`src/rtl/plot_arbiter.sv`:
```
// Round-robin pixel-port arbiter with bounded burst lock and registered write output.
// Define PLOT_CLEAR_EN to add the full-screen clear sweeper (clear_start/clear_done, CLEAR state).
module plot_arbiter #(
    parameter int              N_REQ       = 2,
    parameter int              X_W         = 8,
    parameter int              Y_W         = 8,
    parameter int              C_W         = 3,
    parameter int              SCR_W       = 160,
    parameter int              SCR_H       = 120,
    parameter int              LOCK_MAX    = 16,
    parameter logic [C_W-1:0]  CLEAR_COLOR = '0
) (
    input  logic                   clk,
    input  logic                   reset_n,
    input  logic [N_REQ-1:0]       req,
    input  logic [N_REQ-1:0]       lock,
    input  logic [N_REQ*X_W-1:0]   req_x,
    input  logic [N_REQ*Y_W-1:0]   req_y,
    input  logic [N_REQ*C_W-1:0]   req_color,
    output logic [N_REQ-1:0]       gnt,
    output logic [X_W-1:0]         x,
    output logic [Y_W-1:0]         y,
    output logic [C_W-1:0]         color_draw,
    output logic                   plot,
    output logic                   busy
`ifdef PLOT_CLEAR_EN
    ,
    input  logic                   clear_start,
    output logic                   clear_done
`endif
);

    localparam int          RR_W  = $clog2(N_REQ);
    localparam int          CNT_W = $clog2(LOCK_MAX + 1);
    localparam int unsigned NR    = N_REQ;
    localparam bit CFG_OK = (N_REQ >= 2) && (N_REQ <= 8) && (LOCK_MAX >= 1) &&
                            (SCR_W >= 1) && (SCR_H >= 1) &&
                            (SCR_W <= 2**X_W) && (SCR_H <= 2**Y_W) &&
                            ($bits(CLEAR_COLOR) == C_W);

    if (!CFG_OK) begin : g_cfg_check
        $error("plot_arbiter: illegal parameter combination");
    end

    logic [RR_W-1:0]  rr_q, rr_d;
    logic             own_vld_q, own_vld_d;
    logic [RR_W-1:0]  own_q, own_d;
    logic [CNT_W-1:0] cnt_q, cnt_d;
    logic [X_W-1:0]   x_q, x_d;
    logic [Y_W-1:0]   y_q, y_d;
    logic [C_W-1:0]   color_q, color_d;
    logic             plot_q, plot_d;
    logic             sel_vld;
    logic [RR_W-1:0]  sel;
    logic             arb_en;
    logic             clearing;

`ifdef PLOT_CLEAR_EN
    localparam logic [0:0] ST_ARB   = 1'b0;
    localparam logic [0:0] ST_CLEAR = 1'b1;

    logic [0:0]     state_q, state_d;
    logic [X_W-1:0] cx_q, cx_d;
    logic [Y_W-1:0] cy_q, cy_d;
    logic           clr_last_q, clr_last_d;
    logic           clear_done_q, clear_done_d;

    assign clearing   = (state_q == ST_CLEAR);
    assign clear_done = clear_done_q;
`else
    assign clearing = 1'b0;
`endif

    assign arb_en = !clearing;

    // Locked owner wins while under budget; otherwise first requester after rr, wrapping.
    always_comb begin
        sel_vld = 1'b0;
        sel     = '0;
        if (own_vld_q && req[own_q] && lock[own_q] && (cnt_q < CNT_W'(LOCK_MAX))) begin
            sel_vld = 1'b1;
            sel     = own_q;
        end else begin
            for (int unsigned k = 1; k <= NR; k++) begin
                if (!sel_vld && req[(32'(rr_q) + k) % NR]) begin
                    sel_vld = 1'b1;
                    sel     = RR_W'((32'(rr_q) + k) % NR);
                end
            end
        end
    end

    always_comb begin
        gnt = '0;
        if (reset_n && arb_en && sel_vld) begin
            gnt[sel] = 1'b1;
        end
    end

    always_comb begin
        rr_d      = rr_q;
        own_vld_d = own_vld_q;
        own_d     = own_q;
        cnt_d     = cnt_q;
        x_d       = x_q;
        y_d       = y_q;
        color_d   = color_q;
        plot_d    = 1'b0;
`ifdef PLOT_CLEAR_EN
        state_d      = state_q;
        cx_d         = cx_q;
        cy_d         = cy_q;
        clr_last_d   = clr_last_q;
        clear_done_d = 1'b0;
`endif
        if (arb_en) begin
            if (sel_vld) begin
                rr_d    = sel;
                plot_d  = 1'b1;
                x_d     = req_x[int'(sel)*X_W +: X_W];
                y_d     = req_y[int'(sel)*Y_W +: Y_W];
                color_d = req_color[int'(sel)*C_W +: C_W];
                if (lock[sel]) begin
                    own_vld_d = 1'b1;
                    if (own_vld_q && (own_q == sel) && (cnt_q < CNT_W'(LOCK_MAX))) begin
                        cnt_d = cnt_q + CNT_W'(1);
                    end else begin
                        own_d = sel;
                        cnt_d = CNT_W'(1);
                    end
                end else begin
                    own_vld_d = 1'b0;
                    cnt_d     = '0;
                end
            end else begin
                own_vld_d = 1'b0;
                cnt_d     = '0;
            end
`ifdef PLOT_CLEAR_EN
            if (clear_start) begin
                state_d    = ST_CLEAR;
                cx_d       = '0;
                cy_d       = '0;
                clr_last_d = 1'b0;
            end
`endif
        end
`ifdef PLOT_CLEAR_EN
        // Sweep holds one extra CLEAR cycle after the last pixel so done and ARB coincide.
        else if (clr_last_q) begin
            state_d      = ST_ARB;
            clear_done_d = 1'b1;
            own_vld_d    = 1'b0;
            cnt_d        = '0;
        end else begin
            plot_d  = 1'b1;
            x_d     = cx_q;
            y_d     = cy_q;
            color_d = CLEAR_COLOR;
            if (cx_q == X_W'(SCR_W - 1)) begin
                cx_d = '0;
                if (cy_q == Y_W'(SCR_H - 1)) begin
                    clr_last_d = 1'b1;
                end else begin
                    cy_d = cy_q + Y_W'(1);
                end
            end else begin
                cx_d = cx_q + X_W'(1);
            end
        end
`endif
    end

    always_ff @(posedge clk or negedge reset_n) begin
        if (!reset_n) begin
            rr_q      <= RR_W'(N_REQ - 1);
            own_vld_q <= 1'b0;
            own_q     <= '0;
            cnt_q     <= '0;
            x_q       <= '0;
            y_q       <= '0;
            color_q   <= '0;
            plot_q    <= 1'b0;
`ifdef PLOT_CLEAR_EN
            state_q      <= ST_ARB;
            cx_q         <= '0;
            cy_q         <= '0;
            clr_last_q   <= 1'b0;
            clear_done_q <= 1'b0;
`endif
        end else begin
            rr_q      <= rr_d;
            own_vld_q <= own_vld_d;
            own_q     <= own_d;
            cnt_q     <= cnt_d;
            x_q       <= x_d;
            y_q       <= y_d;
            color_q   <= color_d;
            plot_q    <= plot_d;
`ifdef PLOT_CLEAR_EN
            state_q      <= state_d;
            cx_q         <= cx_d;
            cy_q         <= cy_d;
            clr_last_q   <= clr_last_d;
            clear_done_q <= clear_done_d;
`endif
        end
    end

    assign x          = x_q;
    assign y          = y_q;
    assign color_draw = color_q;
    assign plot       = plot_q;
    assign busy       = reset_n & ((|req) | plot_q | clearing);

endmodule

```
`config.mk`:
```
export PLATFORM = sky130hd
export DESIGN_NAME = plot_arbiter
export DESIGN_NICKNAME = d
export VERILOG_FILES = /design/src/rtl/plot_arbiter.sv
export SDC_FILE = /design/constraint.sdc
export NUM_CORES = 1
export LEC_CHECK = 0
export ABC_AREA = 1
export ABC_CLOCK_PERIOD_IN_PS = 1300
export CORE_ASPECT_RATIO = 1.5
export CORE_UTILIZATION = 37
export CTS_BUF_LIST = sky130_fd_sc_hd__clkbuf_4 sky130_fd_sc_hd__clkbuf_8
export CTS_CLUSTER_DIAMETER = 30
export DETAILED_ROUTE_END_ITERATION = 10
export PLACE_DENSITY_LB_ADDON = 0.05
export SKIP_CTS_REPAIR_TIMING = 1
export SYNTH_ARGS = -nofsm -noshare
export SYNTH_HDL_FRONTEND = slang
export SYNTH_SLANG_ARGS = --single-unit
```
`constraint.sdc`:
```
create_clock -name clk -period 1.3 [get_ports clk]
set_input_delay 0.26 -clock clk [delete_from_list [all_inputs] [get_ports clk]]
set_output_delay 0.26 -clock clk [all_outputs]
set_load 0.03 [all_outputs]
```
==> impl_metrics.csv, run 1 <==
group,metric,value,unit
sta,fmax,574,MHz
synthesis,synth_edf_count,0,
synthesis,synth-seq-cells,28,
grt,antenna_found_initial,0,
detailed_routing,routed_wl,4170,µm
synthesis,yosys_warnings,0,
sta,slew_headroom,76.8,%
worst_setup_path,cp-start-kind,"flop",
status,status,"finished with violations",
detailed_routing,viasPerCell,4.88,
detailed_routing,drtIter0Drc,23,
clock_tree,clkLatencyLatePin,0.28,ns
grt,grt_max_degree,29,
worst_setup_path,cp.required,1.04,ns
pwr,ir_drop,0.00124,V
job,drv_cap,0,
clock_tree,clockRootBuffer,"clkbuf_8",
sta,post-route-period-util,134,%
sta,timing.hold.ws,0.448,ns
sta,worstMarginPinSlew,0.348,ns
placement,place_area,2170,µm²
cells_and_area,nets,296,
sta,final-hold-violation-count,0,
die,placementRows,26,
synthesis,syn-instance-count,162,
sta,tns,-5.16,ns
grt,grt_pass1_vias,1456,
cells_and_area,finalInstanceArea,2580,µm²
placement,port_buffers,66,
detailed_routing,vias,1426,
worst_setup_path,crit_type,"flop to primary output",
sta,fin_ws,-0.442,ns
grt,grt_pass1_wl,6220,µm
cells_and_area,area_growth,90.6,%
clock_tree,numCtsBuffers,3,
die,die_y,76.2,µm
detailed_routing,drc,0,
detailed_routing,dr.pass1.iters,4,
pwr,finalPower,4.50,mW
detailed_routing,drtAntennaViolNets,0,
cells_and_area,drive_above_1_share,30.0,%
synthesis,async_reset_ff_share,100,%
pwr,p_leak,1.28,nW
placement,hpwl,2790,µm
placement,gp_congestion,0.751,
die,io_pins,67,
pwr,cellPowerDensity,1740,nW/µm²
cells_and_area,fillers,254,
cells_and_area,fin_util,75.0,%
detailed_routing,wl_per_cell,14.3,µm
status,violations,"setup timing",
worst_setup_path,critPathArrivalTime,1.48,ns
clock_tree,cts.sinks,28,
cells_and_area,layoutNonFillerInstCount,292,
die,die_w,51.4,µm
die,dieArea,3920,µm²
die,start_util,39.3,%
clock_tree,h-tree-depth,1,
synthesis,yosysSeqAreaShare,51.8,%
sta,fin_crit,1.74,ns
grt,grt_overflow,0,
synthesis,netlist_area,1360,µm²
sta,grt_setup_unrepaired,"yes",
clock_tree,tritoncts,"built",
cells_and_area,n_antenna_cell,0,
grt,grtUsageTotal,20.7,%
die,core_area,3450,µm²
worst_setup_path,cp_max_fo,6,
synthesis,avgSynthCellArea,8.37,µm²
worst_setup_path,endpoint_kind,"primary output",
sta,finClkSkew,0.00322,ns
clock_tree,path_clk_slew,0.09,ns
placement,dpl_worst_slack,-0.533,ns
sta,setup_viol,24,
placement,dp.cells,277,
synthesis,synth_cell_types,23,
hold_path,hold_class,"input pin to flop",
clock_tree,clock_path_buffers,2,
synthesis,syn_nets,207,
sta,report.final.slew_viol_count,0,
synthesis,ys.flop_type,"dfrtp_1",
## final timing paths
check,startpoint,cells after the start,endpoint,slack (ns)
setup / recovery,cnt_q[4]$_DFF_PN0_,7,gnt[1],-0.44
max in group asynchronous,reset_n,2,rr_q$_DFFE_PN1P_,0.53
hold reg to reg,rr_q$_DFFE_PN1P_,2,rr_q$_DFFE_PN1P_,0.48
min in group asynchronous,reset_n,2,x[1]$_DFFE_PN0P_,0.47
setup reg to reg,cnt_q[4]$_DFF_PN0_,10,x[7]$_DFFE_PN0P_,-0.36
hold / removal,lock[1],4,own_vld_q$_DFF_PN0_,0.45
## cell families after synthesis
family / Yosys count / share of synthesized area [%]
compound gates: 40 / 15.1
xor+xnor: 2 / 1.29
fa+ha+maj: 1 / 0.922
buf+inv: 18 / 6.46
flops: 28 / 51.8
simple gates: 73 / 24.4
## Yosys cell counts (all sizes together) (4+ instances only)
| cell type | number | share of area (%) |
|---|---|---|
| clkbuf | 4 | 1.1 |
| nand3 | 8 | 3.9 |
| buf | 4 | 2.4 |
| inv | 10 | 3.0 |
| dfrtp | 27 | 50 |
| nor2 | 29 | 8.6 |
| o21ai | 38 | 14 |
| nand2 | 34 | 11 |
## metal layers
metal	wire, µm	share of wire [%]	global-route usage [%]	up-vias
met4	63	1.5	6.76	0
li1	-	-	-	699
met5	0	0	0	-
met3	199	4.8	3.59	5
met2	2410	58	36.6	46
met1	1490	36	24.3	676
## cells in the final DEF (no fill, tap or decap), drive strengths merged
master / synthesis / final
xnor2: 1 / 1
clkbuf: 4 / 4
dfrtp: 27 / 27
o21ai: 38 / 38
nand3b: 1 / 1
nor3: 1 / 1
xor2: 1 / 1
nand2: 34 / 34
ha: 1 / 1
dlymetal6s2s: 0 / 21
clkdlybuf4s50: 0 / 39
inv: 10 / 10
o21a: 1 / 1
bufinv: 0 / 1
nor2: 29 / 29
buf: 4 / 31
o21bai: 1 / 1
nand3: 8 / 8
dfstp: 1 / 1
## layout make-up
type                    instances  area, µm²  share of cell area, %
flip-flops and latches         28        702                   27.2
inverters                      10       40.0                   1.55
clock inverters                 1       30.0                   1.16
repair buffers                 92        983                   38.0
clock buffers                   3       41.3                   1.60
well taps                      42       52.6                   2.03
multi-input cells             116        736                   28.5
## registers in the layout, indices dropped and copies added (netlist names)
| name | cells |
|---|---|
| cnt_q | 5 |
| color_draw | 3 |
| own_q | 1 |
| own_vld_q | 1 |
| plot | 1 |
| rr_q | 1 |
| x | 8 |
| y | 8 |
## power by group
group,internal (mW),switching [mW]
combinational,1.19,1.35
sequential,1.12,0.154
clock,0.413,0.274
total,2.72,1.78
## critical path, stage by stage, from the launching register on
cell and delay, ns:
dfrtp_1 0.41, nor2_4 0.17, nand3_4 0.10, nand2_4 0.11
nand2_8 0.08, buf_12 0.13, nor2_4 0.07, buf_6 0.13
Power figures use the tool's default switching activity.
==> run 2: changes to the inputs <==
PLACE_DENSITY = 0.78   (was unset)
PLACE_DENSITY_LB_ADDON = unset   (was 0.05)
SLEW_MARGIN = 30   (was unset)
==> impl_metrics.csv, run 2 (synthesis results as in run 1) <==
group,metric,value,unit
worst_setup_path,cp-start-kind,"flop",
sta,fin_crit,1.72,ns
sta,grt_setup_unrepaired,"yes",
pwr,finalPower,4.22,mW
sta,worstMarginPinSlew,0.348,ns
die,die_w,51.4,µm
clock_tree,h-tree-depth,1,
status,violations,"setup timing",
sta,timing.hold.ws,0.381,ns
die,die_y,76.2,µm
worst_setup_path,cp.required,1.04,ns
detailed_routing,drtAntennaViolNets,0,
placement,dp.cells,278,
detailed_routing,drc,0,
sta,finClkSkew,0.00373,ns
die,start_util,39.3,%
cells_and_area,nets,289,
clock_tree,clkLatencyLatePin,0.27,ns
grt,grtUsageTotal,19.2,%
placement,dpl_worst_slack,-0.501,ns
pwr,p_leak,1.18,nW
placement,gp_congestion,0.783,
cells_and_area,layout_common_cells,"clkdlybuf4s50_1, dfrtp_1, nand2_1, o21ai_1, buf_4",
cells_and_area,seq_area,702,µm²
cells_and_area,finalInstanceArea,2430,µm²
worst_setup_path,r2r_end,"color_draw[1]$_DFFE_PN0P_",
clock_tree,path_clk_slew,0.10,ns
die,dieArea,3920,µm²
sta,final-hold-violation-count,0,
placement,port_buffers,66,
detailed_routing,dr.pass1.iters,4,
sta,setup_viol,24,
detailed_routing,drtIter0Drc,19,
grt,grt_pass1_wl,5800,µm
pwr,ir_drop,0.00119,V
detailed_routing,viasPerCell,4.87,
worst_setup_path,r2r-start,"cnt_q[4]$_DFF_PN0_",
worst_setup_path,critPathArrivalTime,1.46,ns
sta,fin_ws,-0.418,ns
job,drv_cap,0,
clock_tree,tritoncts,"built",
grt,antenna_found_initial,0,
grt,grt_max_degree,29,
die,placementRows,26,
grt,grt_overflow,0,
pwr,cellPowerDensity,1740,nW/µm²
cells_and_area,multi_input_area,703,µm²
cells_and_area,layoutNonFillerInstCount,285,
die,core_area,3450,µm²
sta,report.final.slew_viol_count,0,
detailed_routing,wl_per_cell,13.4,µm
cells_and_area,drive_above_1_share,31.7,%
worst_setup_path,cp_max_fo,4,
hold_path,hold_class,"input pin to asynchronous set/reset pin",
sta,tns,-3.72,ns
cells_and_area,n_antenna_cell,0,
cells_and_area,area_growth,79.2,%
grt,grt_pass1_vias,1327,
cells_and_area,fin_util,70.5,%
sta,fmax,582,MHz
worst_setup_path,reg2reg_depth,9,
sta,post-route-period-util,132,%
cells_and_area,final_common_cell,"clkdlybuf4s50_1",
detailed_routing,vias,1389,
worst_setup_path,crit_type,"flop to primary output",
placement,place_area,2160,µm²
detailed_routing,routed_wl,3820,µm
worst_setup_path,rrSetupSlack,-0.19,ns
clock_tree,numCtsBuffers,3,
status,status,"finished with violations",
worst_setup_path,endpoint_kind,"primary output",
clock_tree,clock_path_buffers,2,
placement,hpwl,2750,µm
cells_and_area,fillers,263,
sta,slew_headroom,76.8,%
clock_tree,cts.sinks,28,
die,io_pins,67,
clock_tree,clockRootBuffer,"clkbuf_8",
==> run 2: changes by cell type in the layout (fill, tap and decap cells not counted), sizes merged <==
cell           before  now
dlymetal6s2s       21   14
clkdlybuf4s50      39   40
clkbuf              4    3
==> run 2: worst max-delay path by stage <==
stage | startpoint | to | slack, ns
floorplan | rr_q$_DFFE_PN1P_ | gnt[0] | -0.21
global placement | req[0] | gnt[0] | -0.47
detailed placement | req[0] | gnt[0] | -0.50
CTS | req[0] | gnt[0] | -0.51
global route | cnt_q[4]$_DFF_PN0_ | gnt[1] | -0.48
finish | cnt_q[4]$_DFF_PN0_ | gnt[1] | -0.42
==> run 2: final cells by class <==
| cell class | instances | share of cell area (%) |
|---|---|---|
| inverters | 10 | 1.65 |
| well taps | 42 | 2.16 |
| multi-input cells | 116 | 28.9 |
| repair buffers | 85 | 35.4 |
| clock inverters | 1 | 1.24 |
| flip-flops and latches | 28 | 28.9 |
| clock buffers | 3 | 1.70 |
==> run 2: power by group <==
part / internal (mW) / total [mW] / switching, mW
clock: 0.412 / 0.682 / 0.270
sequential: 1.12 / 1.26 / 0.140
combinational: 1.00 / 2.28 / 1.27
total: 2.54 / 4.22 / 1.68
==> run 2: critical path, stage by stage, from the launching register on <==
cell and delay (ns):
dfrtp_1 0.41, nor2_4 0.17, nand3_4 0.10, nand2_4 0.08, nand2_4 0.08, buf_12 0.14
nor2_4 0.08, buf_6 0.13
==> run 2: metal layers <==
metal / part of all wire (%) / global-route usage (%) / vias to the layer above / wire length [µm]
met1: 37 / 21.6 / 664 / 1430
met5: 0 / 0 / - / 0
li1: - / - / 686 / -
met4: 1.5 / 6.22 / 0 / 59
met2: 59 / 36.2 / 35 / 2250
met3: 2.1 / 1.20 / 4 / 82
